### src/rtl/sevenseg_scan_ctrl.sv
// Multiplexed seven-segment scan controller with a double-buffered digit memory.
// Shadow writes reach the displayed buffer only at frame boundaries, so a frame never tears.
module sevenseg_scan_ctrl #(
  parameter int DIGITS       = 4,
  parameter int PRESCALE     = 1000,
  parameter int BLANK_CYCLES = 8,
  parameter int AW           = (DIGITS > 1) ? $clog2(DIGITS) : 1
) (
  input  logic              clk,
  input  logic              rst,
  input  logic              enable,
  input  logic              wr_en,
  input  logic [AW-1:0]     wr_addr,
  input  logic [4:0]        wr_data,
  input  logic              commit,
  output logic              commit_pending,
  output logic [6:0]        seg_out,
  output logic [DIGITS-1:0] dig_sel,
  output logic              frame_tick
);
  localparam int DW = $clog2(DIGITS);
  localparam int CW = $clog2(PRESCALE);
  localparam logic [CW-1:0] CNT_LAST   = CW'(PRESCALE - 1);
  localparam logic [CW-1:0] BLANK_LAST = CW'(BLANK_CYCLES - 1);
  localparam logic [DW-1:0] DIG_LAST   = DW'(DIGITS - 1);
  localparam logic [4:0]    BLANK_CODE = 5'b1_0000;

  typedef enum logic [1:0] {S_IDLE, S_BLANK, S_SHOW} state_t;
  localparam state_t FIRST_PH = (BLANK_CYCLES == 0) ? S_SHOW : S_BLANK;

  state_t          state_q, state_d;
  logic [DW-1:0]   digit_q, digit_d;
  logic [CW-1:0]   cnt_q, cnt_d;
  logic            pending_q, pending_d;
  logic            apply;
  logic [4:0]      shadow_q [DIGITS];
  logic [4:0]      shadow_d [DIGITS];
  logic [4:0]      active_q [DIGITS];
  logic [4:0]      active_d [DIGITS];
  logic [6:0]        seg_q, seg_d;
  logic [DIGITS-1:0] dig_q, dig_d;
  logic              tick_q, tick_d;

  function automatic logic [6:0] decode(input logic [4:0] code);
    logic [6:0] s;
    case (code[3:0])
      4'd0:    s = 7'h3F;
      4'd1:    s = 7'h06;
      4'd2:    s = 7'h5B;
      4'd3:    s = 7'h4F;
      4'd4:    s = 7'h66;
      4'd5:    s = 7'h6D;
      4'd6:    s = 7'h7C;
      4'd7:    s = 7'h07;
      4'd8:    s = 7'h7F;
      4'd9:    s = 7'h67;
      default: s = 7'h00;
    endcase
    return code[4] ? 7'h00 : s;
  endfunction

  // The slot counter runs 0..PRESCALE-1 across both BLANK and SHOW phases.
  always_comb begin
    state_d = state_q;
    digit_d = digit_q;
    cnt_d   = cnt_q;
    if (!enable) begin
      state_d = S_IDLE;
      digit_d = '0;
      cnt_d   = '0;
    end else begin
      case (state_q)
        S_IDLE: begin
          state_d = FIRST_PH;
          digit_d = '0;
          cnt_d   = '0;
        end
        S_BLANK: begin
          cnt_d = cnt_q + 1'b1;
          if (cnt_q == BLANK_LAST) state_d = S_SHOW;
        end
        S_SHOW: begin
          if (cnt_q == CNT_LAST) begin
            cnt_d   = '0;
            digit_d = (digit_q == DIG_LAST) ? '0 : digit_q + 1'b1;
            state_d = FIRST_PH;
          end else begin
            cnt_d = cnt_q + 1'b1;
          end
        end
        default: state_d = S_IDLE;
      endcase
    end
  end

  // The copy reads the pre-edge shadow, so a write in the frame_tick cycle misses it.
  always_comb begin
    apply    = tick_q & pending_q;
    active_d = active_q;
    if (apply) active_d = shadow_q;
    shadow_d = shadow_q;
    for (int i = 0; i < DIGITS; i++) begin
      if (wr_en && (32'(wr_addr) == i)) shadow_d[i] = wr_data;
    end
    pending_d = commit | (pending_q & ~apply);
  end

  always_comb begin
    seg_d  = '0;
    dig_d  = '0;
    tick_d = 1'b0;
    if (state_d == S_SHOW) begin
      dig_d  = DIGITS'(1) << digit_d;
      seg_d  = decode(active_d[digit_d]);
      tick_d = (cnt_d == CNT_LAST) && (digit_d == DIG_LAST);
    end
  end

  always_ff @(posedge clk) begin
    if (rst) begin
      state_q   <= S_IDLE;
      digit_q   <= '0;
      cnt_q     <= '0;
      pending_q <= 1'b0;
      seg_q     <= '0;
      dig_q     <= '0;
      tick_q    <= 1'b0;
      for (int i = 0; i < DIGITS; i++) begin
        shadow_q[i] <= BLANK_CODE;
        active_q[i] <= BLANK_CODE;
      end
    end else begin
      state_q   <= state_d;
      digit_q   <= digit_d;
      cnt_q     <= cnt_d;
      pending_q <= pending_d;
      seg_q     <= seg_d;
      dig_q     <= dig_d;
      tick_q    <= tick_d;
      for (int i = 0; i < DIGITS; i++) begin
        shadow_q[i] <= shadow_d[i];
        active_q[i] <= active_d[i];
      end
    end
  end

  assign commit_pending = pending_q;
  assign seg_out        = seg_q;
  assign dig_sel        = dig_q;
  assign frame_tick     = tick_q;

endmodule
### config.mk
export PLATFORM = sky130hd
export DESIGN_NAME = sevenseg_scan_ctrl
export DESIGN_NICKNAME = d
export VERILOG_FILES = /design/src/rtl/sevenseg_scan_ctrl.sv
export SDC_FILE = /design/constraint.sdc
export NUM_CORES = 1
export LEC_CHECK = 0
export CAP_MARGIN = 10
export CORE_ASPECT_RATIO = 1.4
export CORE_UTILIZATION = 56
export CTS_CLUSTER_SIZE = 8
export DETAILED_ROUTE_END_ITERATION = 8
export PLACE_DENSITY = 0.77
export SETUP_SLACK_MARGIN = 0.05
export SYNTH_ARGS = -nofsm -noshare
export SYNTH_HDL_FRONTEND = slang
export SYNTH_SLANG_ARGS = --single-unit
### constraint.sdc
create_clock -name clk -period 10.17 [get_ports clk]
set_clock_uncertainty 0.1 [all_clocks]
set_input_delay 1.5255 -clock clk [delete_from_list [all_inputs] [get_ports clk]]
set_output_delay 1.5255 -clock clk [all_outputs]
set_load 0.01 [all_outputs]
# Word level (Yosys, flattened, before mapping)
# Memories as Yosys holds them, arrays and structs flattened. A register that Yosys moved wholly into a read port is not among the register bits.
# Cells that the tools add are included.
[classes]
order_cmp = 1
add_sub_neg = 2
mux = 15
eq_ne = 11
shifts = 1
reduce_logical = 9
bitwise = 6
[op_table]
columns = ["cell", "n"]
rows = [
  ["$pmux W10 S3", 1],
  ["$eq A10 B10 Y1 const B", 2],
  ["$mux W10", 2],
  ["$mux W20", 1],
  ["$eq A2 B2 Y1 const B", 6],
  ["$mux W2", 6],
  ["$add A10 B1 Y10 const B", 1],
  ["$bmux W5 S2", 1],
  ["$eq A10 B3 Y1 const B", 1],
  ["$mux W5", 2],
  ["$pmux W2 S3", 1],
  ["$logic_and A1 B1 Y1", 5],
  ["$eq A2 B1 Y1 const B", 2],
  ["$logic_not A2 Y1", 2],
  ["$pmux W2 S2", 1],
  ["$shl A1 B2 Y4 const A", 1],
  ["$ge A3 B3 Y1 const B", 1],
  ["$not A2 Y3", 1],
  ["$reduce_or A3 Y1", 1],
  ["$add A2 B1 Y2 const B", 1],
  ["$and A1 B1 Y1", 2],
  ["$not A1 Y1", 2],
  ["$reduce_or A2 Y1", 1],
  ["$or A1 B1 Y1", 1],
]
[totals]
register_bits = 60
out_inout_bits = 13
mem_bits_ro = 112
inputBits = 12
n_memories = 1
[memory_table]
columns = ["name", "depth", "word_bits", "rd", "rd_ports_with_merged_regs", "write_ports", "line_no", "source"]
rows = [
  ["(no name shown)", 16, 7, 1, 1, 0, "46", "case (code[3:0])"],
]

# Longest topological paths before layout
# Gate-level depths: netlist (run 1).
[logic_depth]
word_depth = 10
depth_mapped = 13
ltp_nobuf = 12

# Worst setup path before layout (run 1)
# Ideal clock, no wire load.
[synth_path]
path_kind = "input -> register"
start = "input port enable"
end = "register seg_q[5] (netlist: seg_out[5])"
path_stages = 8
path_buffers = 1
arrival_ns = 3.640
required_time_ns = 9.994
path_slack_ns = 6.354
cell_sequence = "clkbuf_1 o221ai_2 mux4_2 a211oi_2 inv_1 ha_1 or3_1 a31oi_1"
[synth_between]
elab_chain_len = 6
[synth_rtl]
columns = ["element", "line_no", "source"]
rows = [
  ["start, declared", "11", "input logic enable,"],
  ["$mux W2", "67", "if (!enable) begin"],
  ["$not A2 Y3 (implied by the code)", "114", "seg_d = decode(active_d[digit_d]);"],
  ["$bmux W5 S2", "114", ""],
  ["$mux W5 (implied by the code) (2 in series)", "114", ""],
  ["$reduce_or A3 Y1 (no source line)", "--", ""],
  ["end, declared", "40", "logic [6:0] seg_q, seg_d;"],
]
# Several ways; a longest one is shown, not always the timed one. The select of a mux whose other input is x is not followed.
# A chain may end at the register's enable or synchronous reset.

# Worst setup path in the final report (run 1)
[layout_path]
start = "input port enable"
end = "register seg_q[6] (netlist: seg_out[6])"
# Same word-level chain as after synthesis.

==> results of run 1 <==
## report_power, final
group          internal, mW  switching (mW)
Sequential            0.266         0.00327
Clock                 0.151          0.0966
Combinational       0.00965         0.00987
## cell usage in the layout (no fill, tap or decap), types with 4 or more instances in the layout
cell             count
and3_1               5
and2_1               4
a211o_1              5
nor2_1              43
a21oi_1             23
nand2b_1             4
nand4_1              5
dfxtp_1             67
xnor2_1              6
a31oi_1              7
clkdlybuf4s50_1     24
or3_1                5
mux2i_1             23
nand3b_1             6
nand3_1             13
inv_1                7
xor2_1               5
clkbuf_8            11
nand2_1             51
ha_1                 7
nor3_1               9
mux4_2               4
## area by class of cell
type	instances	area, µm²	area share
sequential	67	1340	0.375
tap	66	82.6	0.0231
multi-input combinational	255	1640	0.458
clock inverter	4	72.6	0.0203
clock buffer	12	155	0.0433
timing repair buffer	26	255	0.0713
inverter	9	33.8	0.00943
## synth_stat cells, types with 2 or more instances
| master | instances | area [µm²] |
|---|---|---|
| dfxtp_1 | 67 | 1340 |
| nand2_1 | 51 | 191 |
| nor2_1 | 43 | 161 |
| a21oi_1 | 23 | 115 |
| mux2i_1 | 23 | 230 |
| nand3_1 | 13 | 65.1 |
| clkbuf_1 | 12 | 45.0 |
| nor3_1 | 9 | 45.0 |
| a31oi_1 | 7 | 43.8 |
| ha_1 | 7 | 87.6 |
| inv_1 | 7 | 26.3 |
| nand3b_1 | 6 | 45.0 |
| xnor2_1 | 6 | 52.6 |
| a211o_1 | 5 | 43.8 |
| and3_1 | 5 | 31.3 |
| nand4_1 | 5 | 31.3 |
| or3_1 | 5 | 31.3 |
| xor2_1 | 5 | 43.8 |
| and2_1 | 4 | 25.0 |
| mux4_2 | 4 | 90.1 |
| nand2b_1 | 4 | 25.0 |
| buf_2 | 3 | 15.0 |
| a2111oi_0 | 2 | 17.5 |
| buf_1 | 2 | 7.51 |
| inv_2 | 2 | 7.51 |
| nor4_1 | 2 | 12.5 |
| o2bb2ai_1 | 2 | 17.5 |
| or4_1 | 2 | 15.0 |
## kinds of logic after synthesis
group           Yosys count
mux                      28
flops                    67
buf+inv                  26
xor+xnor                 11
compound gates           53
simple gates            156
fa+ha+maj                 7
## metal layers
layer,GRT usage,vias to the layer above
li1,-,1262
met1,0.265,1204
met2,0.436,45
met3,0.0508,11
met4,0.109,0
met5,0,-
## registers in the layout, summed over array words and instances, names as in the netlist
name	flops
shadow_q	20
seg_out	7
frame_tick	1
cnt_q	10
digit_q	2
dig_sel	4
commit_pending	1
state_q	2
active_q	20
## worst reg2reg max path, delay by kind of cell, from the launching register on
family	cells	cell delay, ps
and+or+nand+nor	2	590
buffers and inverters	1	160
AOI/OAI and AO/OA	4	1720
muxes	1	630
DFF	1	390
adders and majority gates	2	490
## through the flow
step / utilization / worst slack [ps] / cells
2_1_floorplan: - / 6350 / 348
3_3_place_gp: 0.640 / 5430 / 423
3_5_place_dp: 0.640 / 5360 / 423
4_1_cts: 0.684 / 5650 / 439
5_1_grt: 0.684 / 5430 / 439
6_report: 0.684 / 5640 / 439
## worst paths after layout
kind          startpoint     endpoint  slack (ps)  depth (start not counted)
max reg2reg     cnt_q[0]   seg_out[6]        6020                         10
min reg2reg  active_q[3]  active_q[3]         360                          2
min          active_q[3]  active_q[3]         360                          2
max               enable   seg_out[6]        5640                          8
==> reports/results.tsv, run 1 <==
stage	metric	value	unit
detailed_routing	DRC	0	
synth	Warnings, synthesis	0	
layout	proportion of layout cells with a drive suffix above 1	0.0804	
clock_network	cts bufs inserted	9	
synth	post-synthesis mux area share	0.108	
clock_network	CTS tree	yes	
synth	most used flip-flop cell after synthesis	dfxtp_1	
power_and_ir_drop	Max VDD drop	0.105	mV
setup_path	CP Class	in -> reg	
setup_path	CP cell instances	clkdlybuf4s50_1 > o221ai_2 > mux4_2 > a211oi_2 > inv_1 > ha_1 > or3_1 > a31oi_1	
grt	grt ovf	0	
layout	NumNets Final	387	
grt	initial antenna violation count	0	
floorplanning	die area	0.00581	mm²
synth	Post-synth ARST share	0	
sta	Slew headroom	0.219	
synth	Netlist Area Pre-Place	0.00308	mm²
setup_path	Crit-path slowest cell	clkdlybuf4s50_1	
grt	via count of the first global-routing pass	2437	
detailed_routing	Post-Route M1 WL	2590	µm
sta	worst slew pin tran	1170	ps
synth	Synth Instances	348	
clock_network	htree depth	3	
power_and_ir_drop	Power Density	150	mW/mm²
synth	sequential-to-total area share from yosys stat	0.435	
flow_run	max cap viols	0	
detailed_routing	WL per Instance	14.7	µm
floorplanning	# rows	31	
outcome	run status	finished, final reports clean	
sta	Final setup viols	0	
sta	max frequency	221	MHz
detailed_routing	Routed WL	6430	µm
clock_network	post-CTS sizing	0	
setup_path	Critical Path RT	10330	ps
floorplanning	I/O pin cnt	25	
detailed_routing	met3 wire length	208	µm
detailed_routing	vias per std cell	5.74	
floorplanning	Initial Utilization	0.589	
sta	WHS	361	ps
floorplanning	core area	0.00524	mm²
layout	Syn-to-layout area delta	16.2	%
power_and_ir_drop	total power	536	µW
clock_network	Worst-path clk slew	70	ps
place	HPWL Detailed	4500	µm
detailed_routing	DR WL met2	3530	µm
setup_path	crit start category	input pin	
detailed_routing	iteration count of the initial detailed-routing pass	4	
synth	Syn Nets	367	
clock_network	Max Buffers Root-to-Sink	2	
place	PortBufs	24	
setup_path	CP Max Fanout	18	
layout	Post-Layout Inst Area	0.00358	mm²
clock_network	post-CTS setup buffer count	0	
clock_network	CTS Root Cell	clkbuf_8	
detailed_routing	antenna viol nets, final	0	
sta	Setup TNS	0	ps
layout	FILL cells	441	
sta	period utilization	0.445	
synth	Post-Synth Adder-Cell Area	0.0284	
setup_path	CP Capture Type	flop	
place	Post-DP Area	0.00335	mm²
synth	largest family of logic cells by synthesized area	simple AND/OR/NAND/NOR gates	
setup_path	CP max stage delay	690	ps
setup_path	CP arrival	4680	ps
clock_network	clock latency on the worst-skew pair	340	ps
grt	first-pass GRT wire length	11000	µm
synth	Post-synth EDFFs	0	
synth	post-synthesis xor/xnor area fraction	0.0313	
layout	ant diodes	0	
power_and_ir_drop	Leakage	1.45	nW
floorplanning	die height	89.8	µm
synth	#FFs+latches synth	67	
synth	post-synth cell types	50	
sta	Hold Vio Cnt, Final	0	
floorplanning	Die W	64.7	µm
place	GP Congestion	0.801	
sta	max-slew violations	0	
hold_path	Hold Path Class	reg -> reg	
synth	syn avg cell area	8.86	µm²
detailed_routing	total vias in the final route	2522	
detailed_routing	Iteration-0 DRC Markers	145	
clock_network	clk sink count	67	
grt	largest net degree at the start of global routing	47	
sta	Tmin final	4530	ps
sta	RSZ-0062 raised after global routing	false	
detailed_routing	top sig layer	met4	
clock_network	Hold-fix buffers, CTS	0	
synth	Simple-Gate Fraction of Synth Area	0.247	
grt	gr usage total	0.243	
setup_path	cell family with most CP delay	compound AO/OA/AOI/OAI gates	
synth	Synth Area in Compound Gates	0.118	
setup_path	worst path bufs/invs	2	
Note: power is estimated with default switching activity, not from simulation.
==> run 2, diff against run 1 <==
==> constraint.sdc (replaced) <==
create_clock -name clk -period 4.6 [get_ports clk]
set_clock_uncertainty 0.1 [all_clocks]
set_input_delay 0.69 -clock clk [delete_from_list [all_inputs] [get_ports clk]]
set_output_delay 0.69 -clock clk [all_outputs]
set_load 0.01 [all_outputs]
==> run 2 against run 1 <==
Die area unchanged; combinational power rose by 120%; clock-buffer cell count fell by 3; critical path depth rose by 4; sequential share of layout area up 0.25 points; first-iteration DRC count down 6.2%; final area down 0.66%; via count fell by 2.0%; flip-flop and latch count unchanged; clock power rose by 91%; largest power group unchanged.
==> reports/results.tsv, run 2 (same netlist as run 1, synthesis figures left out) <==
stage	metric	value	unit	change
detailed_routing	DRC	0		unchanged
floorplanning	Die W	64.7	µm	unchanged
layout	Syn-to-layout area delta	15.4	%	
flow_run	max cap viols	0		unchanged
floorplanning	die height	89.8	µm	unchanged
floorplanning	I/O pin cnt	25		unchanged
sta	max-slew violations	0		unchanged
outcome	run status	finished, final reports clean		
hold_path	Hold Path Class	reg -> reg		
clock_network	post-CTS setup buffer count	0		unchanged
place	dpl ws	918	ps	-4440 ps
grt	initial antenna violation count	0		unchanged
clock_network	cts bufs inserted	9		unchanged
setup_path	CP Class	reg -> reg		
layout	filler-free cell count of the finished design	441		+0.46%
place	PortBufs	24		unchanged
layout	FILL cells	455		+3.2%
setup_path	crit start category	flop		
clock_network	clk sink count	67		unchanged
clock_network	post-CTS sizing	0		unchanged
setup_path	CP Max Fanout	17		-1
layout	biggest regs	active_q x20, shadow_q x20, cnt_q x10		
power_and_ir_drop	Leakage	1.45	nW	about the same
power_and_ir_drop	Power Density	312	mW/mm²	+110%
detailed_routing	antenna viol nets, final	0		unchanged
sta	Final setup viols	0		unchanged
layout	Final Core Density	0.679		-0.00454
floorplanning	# rows	31		unchanged
layout	ant diodes	0		unchanged
sta	Slew headroom	0.546		+0.327
setup_path	Reg2Reg Setup Slack	1020	ps	-5000 ps
place	Inst Count DP	424		+0.24%
clock_network	Worst-path clk slew	70	ps	about the same
detailed_routing	vias per std cell	5.60		-2.5%
layout	commonest cells after routing, fill and taps aside	67 x dfxtp_1, 51 x nand2_1, 43 x nor2_1		
detailed_routing	iteration count of the initial detailed-routing pass	4		unchanged
clock_network	htree depth	3		unchanged
grt	via count of the first global-routing pass	2295		-5.8%
sta	Setup WS post-layout	1020	ps	-4620 ps
sta	Hold Vio Cnt, Final	0		unchanged
clock_network	CTS Root Cell	clkbuf_8		
sta	max frequency	279	MHz	
place	GP Congestion	0.833		+4.0%
detailed_routing	total vias in the final route	2471		-2.0%
layout	most common cell after layout, fill and taps aside	dfxtp_1		
clock_network	Hold-fix buffers, CTS	0		unchanged
clock_network	clock latency on the worst-skew pair	350	ps	about the same
clock_network	Max Buffers Root-to-Sink	2		unchanged
floorplanning	core area	0.00524	mm²	unchanged
detailed_routing	Iteration-0 DRC Markers	136		-6.2%
floorplanning	die area	0.00581	mm²	unchanged
setup_path	CP arrival	3750	ps	-930 ps
grt	largest net degree at the start of global routing	47		unchanged
grt	gr usage total	0.233		-0.00994
sta	Setup TNS	0	ps	unchanged
grt	grt ovf	0		unchanged
setup_path	CP Capture Type	flop		
clock_network	CTS tree	yes		
layout	proportion of layout cells with a drive suffix above 1	0.0880		+0.00757
detailed_routing	WL per Instance	14.0	µm	-4.5%
place	HPWL Detailed	4430	µm	-1.5%
floorplanning	Initial Utilization	0.589		unchanged
sta	Tmin final	3580	ps	
grt	first-pass GRT wire length	10400	µm	-4.9%
sta	period utilization	0.779		
sta	RSZ-0062 raised after global routing	false		
sta	worst slew pin tran	680	ps	-488 ps
layout	NumNets Final	389		+0.52%
setup_path	Critical Path RT	4770	ps	-5560 ps
detailed_routing	Routed WL	6170	µm	-4.1%
power_and_ir_drop	Max VDD drop	0.252	mV	+140%
## run 2: changes by cell type in the layout (fill, tap and decap cells not counted)
cell | before | now
buf_2 | 0 | 1
buf_4 | 2 | 3
bufinv_16 | 2 | 1
clkbuf_1 | 1 | 0
clkbuf_8 | 11 | 9
clkinv_2 | 1 | 4
clkinv_4 | 0 | 1
clkinvlp_4 | 1 | 0
inv_6 | 0 | 1
## run 2: layout make-up
cell class,instances,area (µm²),area share
timing repair buffer,28,268,0.0753
tap,66,82.6,0.0232
multi-input combinational,255,1640,0.461
sequential,67,1340,0.377
inverter,9,33.8,0.00950
clock inverter,7,67.6,0.0190
clock buffer,9,124,0.0348
## run 2: final timing paths
check                    from           to  cells after the start
setup / recovery     cnt_q[0]   seg_out[6]                     12
hold reg to reg   active_q[2]  active_q[2]                      2
hold / removal    active_q[2]  active_q[2]                      2
setup reg to reg     cnt_q[0]   seg_out[6]                     12
## run 2: stage by stage
| stage | cell area, µm² | hold WS, ps | total power, mW |
|---|---|---|---|
| floorplan | 3080 | 333 | 0.631 |
| global placement | 3360 | 338 | 0.650 |
| detailed placement | 3360 | 345 | 0.652 |
| CTS | 3550 | 355 | 1.12 |
| global route | 3560 | 379 | 1.15 |
| finish | 3560 | 354 | 1.11 |
## run 2: worst max-delay path: stages, from the launching register on
cell	delay, ps
dfxtp_1	390
ha_1	300
nand4bb_4	170
o31a_1	340
o221ai_2	180
buf_4	280
mux2_2	360
a211oi_1	240
a311o_1	260
inv_1	120
ha_1	210
or3_1	380
a31oi_1	150
## run 2: layer usage
layer | routed length, µm | vias up | track usage
li1 | - | 1272 | -
met1 | 2780 | 1131 | 0.273
met2 | 3000 | 51 | 0.376
met3 | 171 | 17 | 0.0558
met4 | 216 | 0 | 0.141
met5 | 0 | - | 0
## run 2: where the power goes
part | internal [mW] | total, mW | switching, mW | leakage, nW
combinational | 0.0215 | 0.0436 | 0.0221 | 0.807
sequential | 0.588 | 0.595 | 0.00698 | 0.542
clock | 0.249 | 0.473 | 0.224 | 0.103
total | 0.858 | 1.11 | 0.253 | 1.45
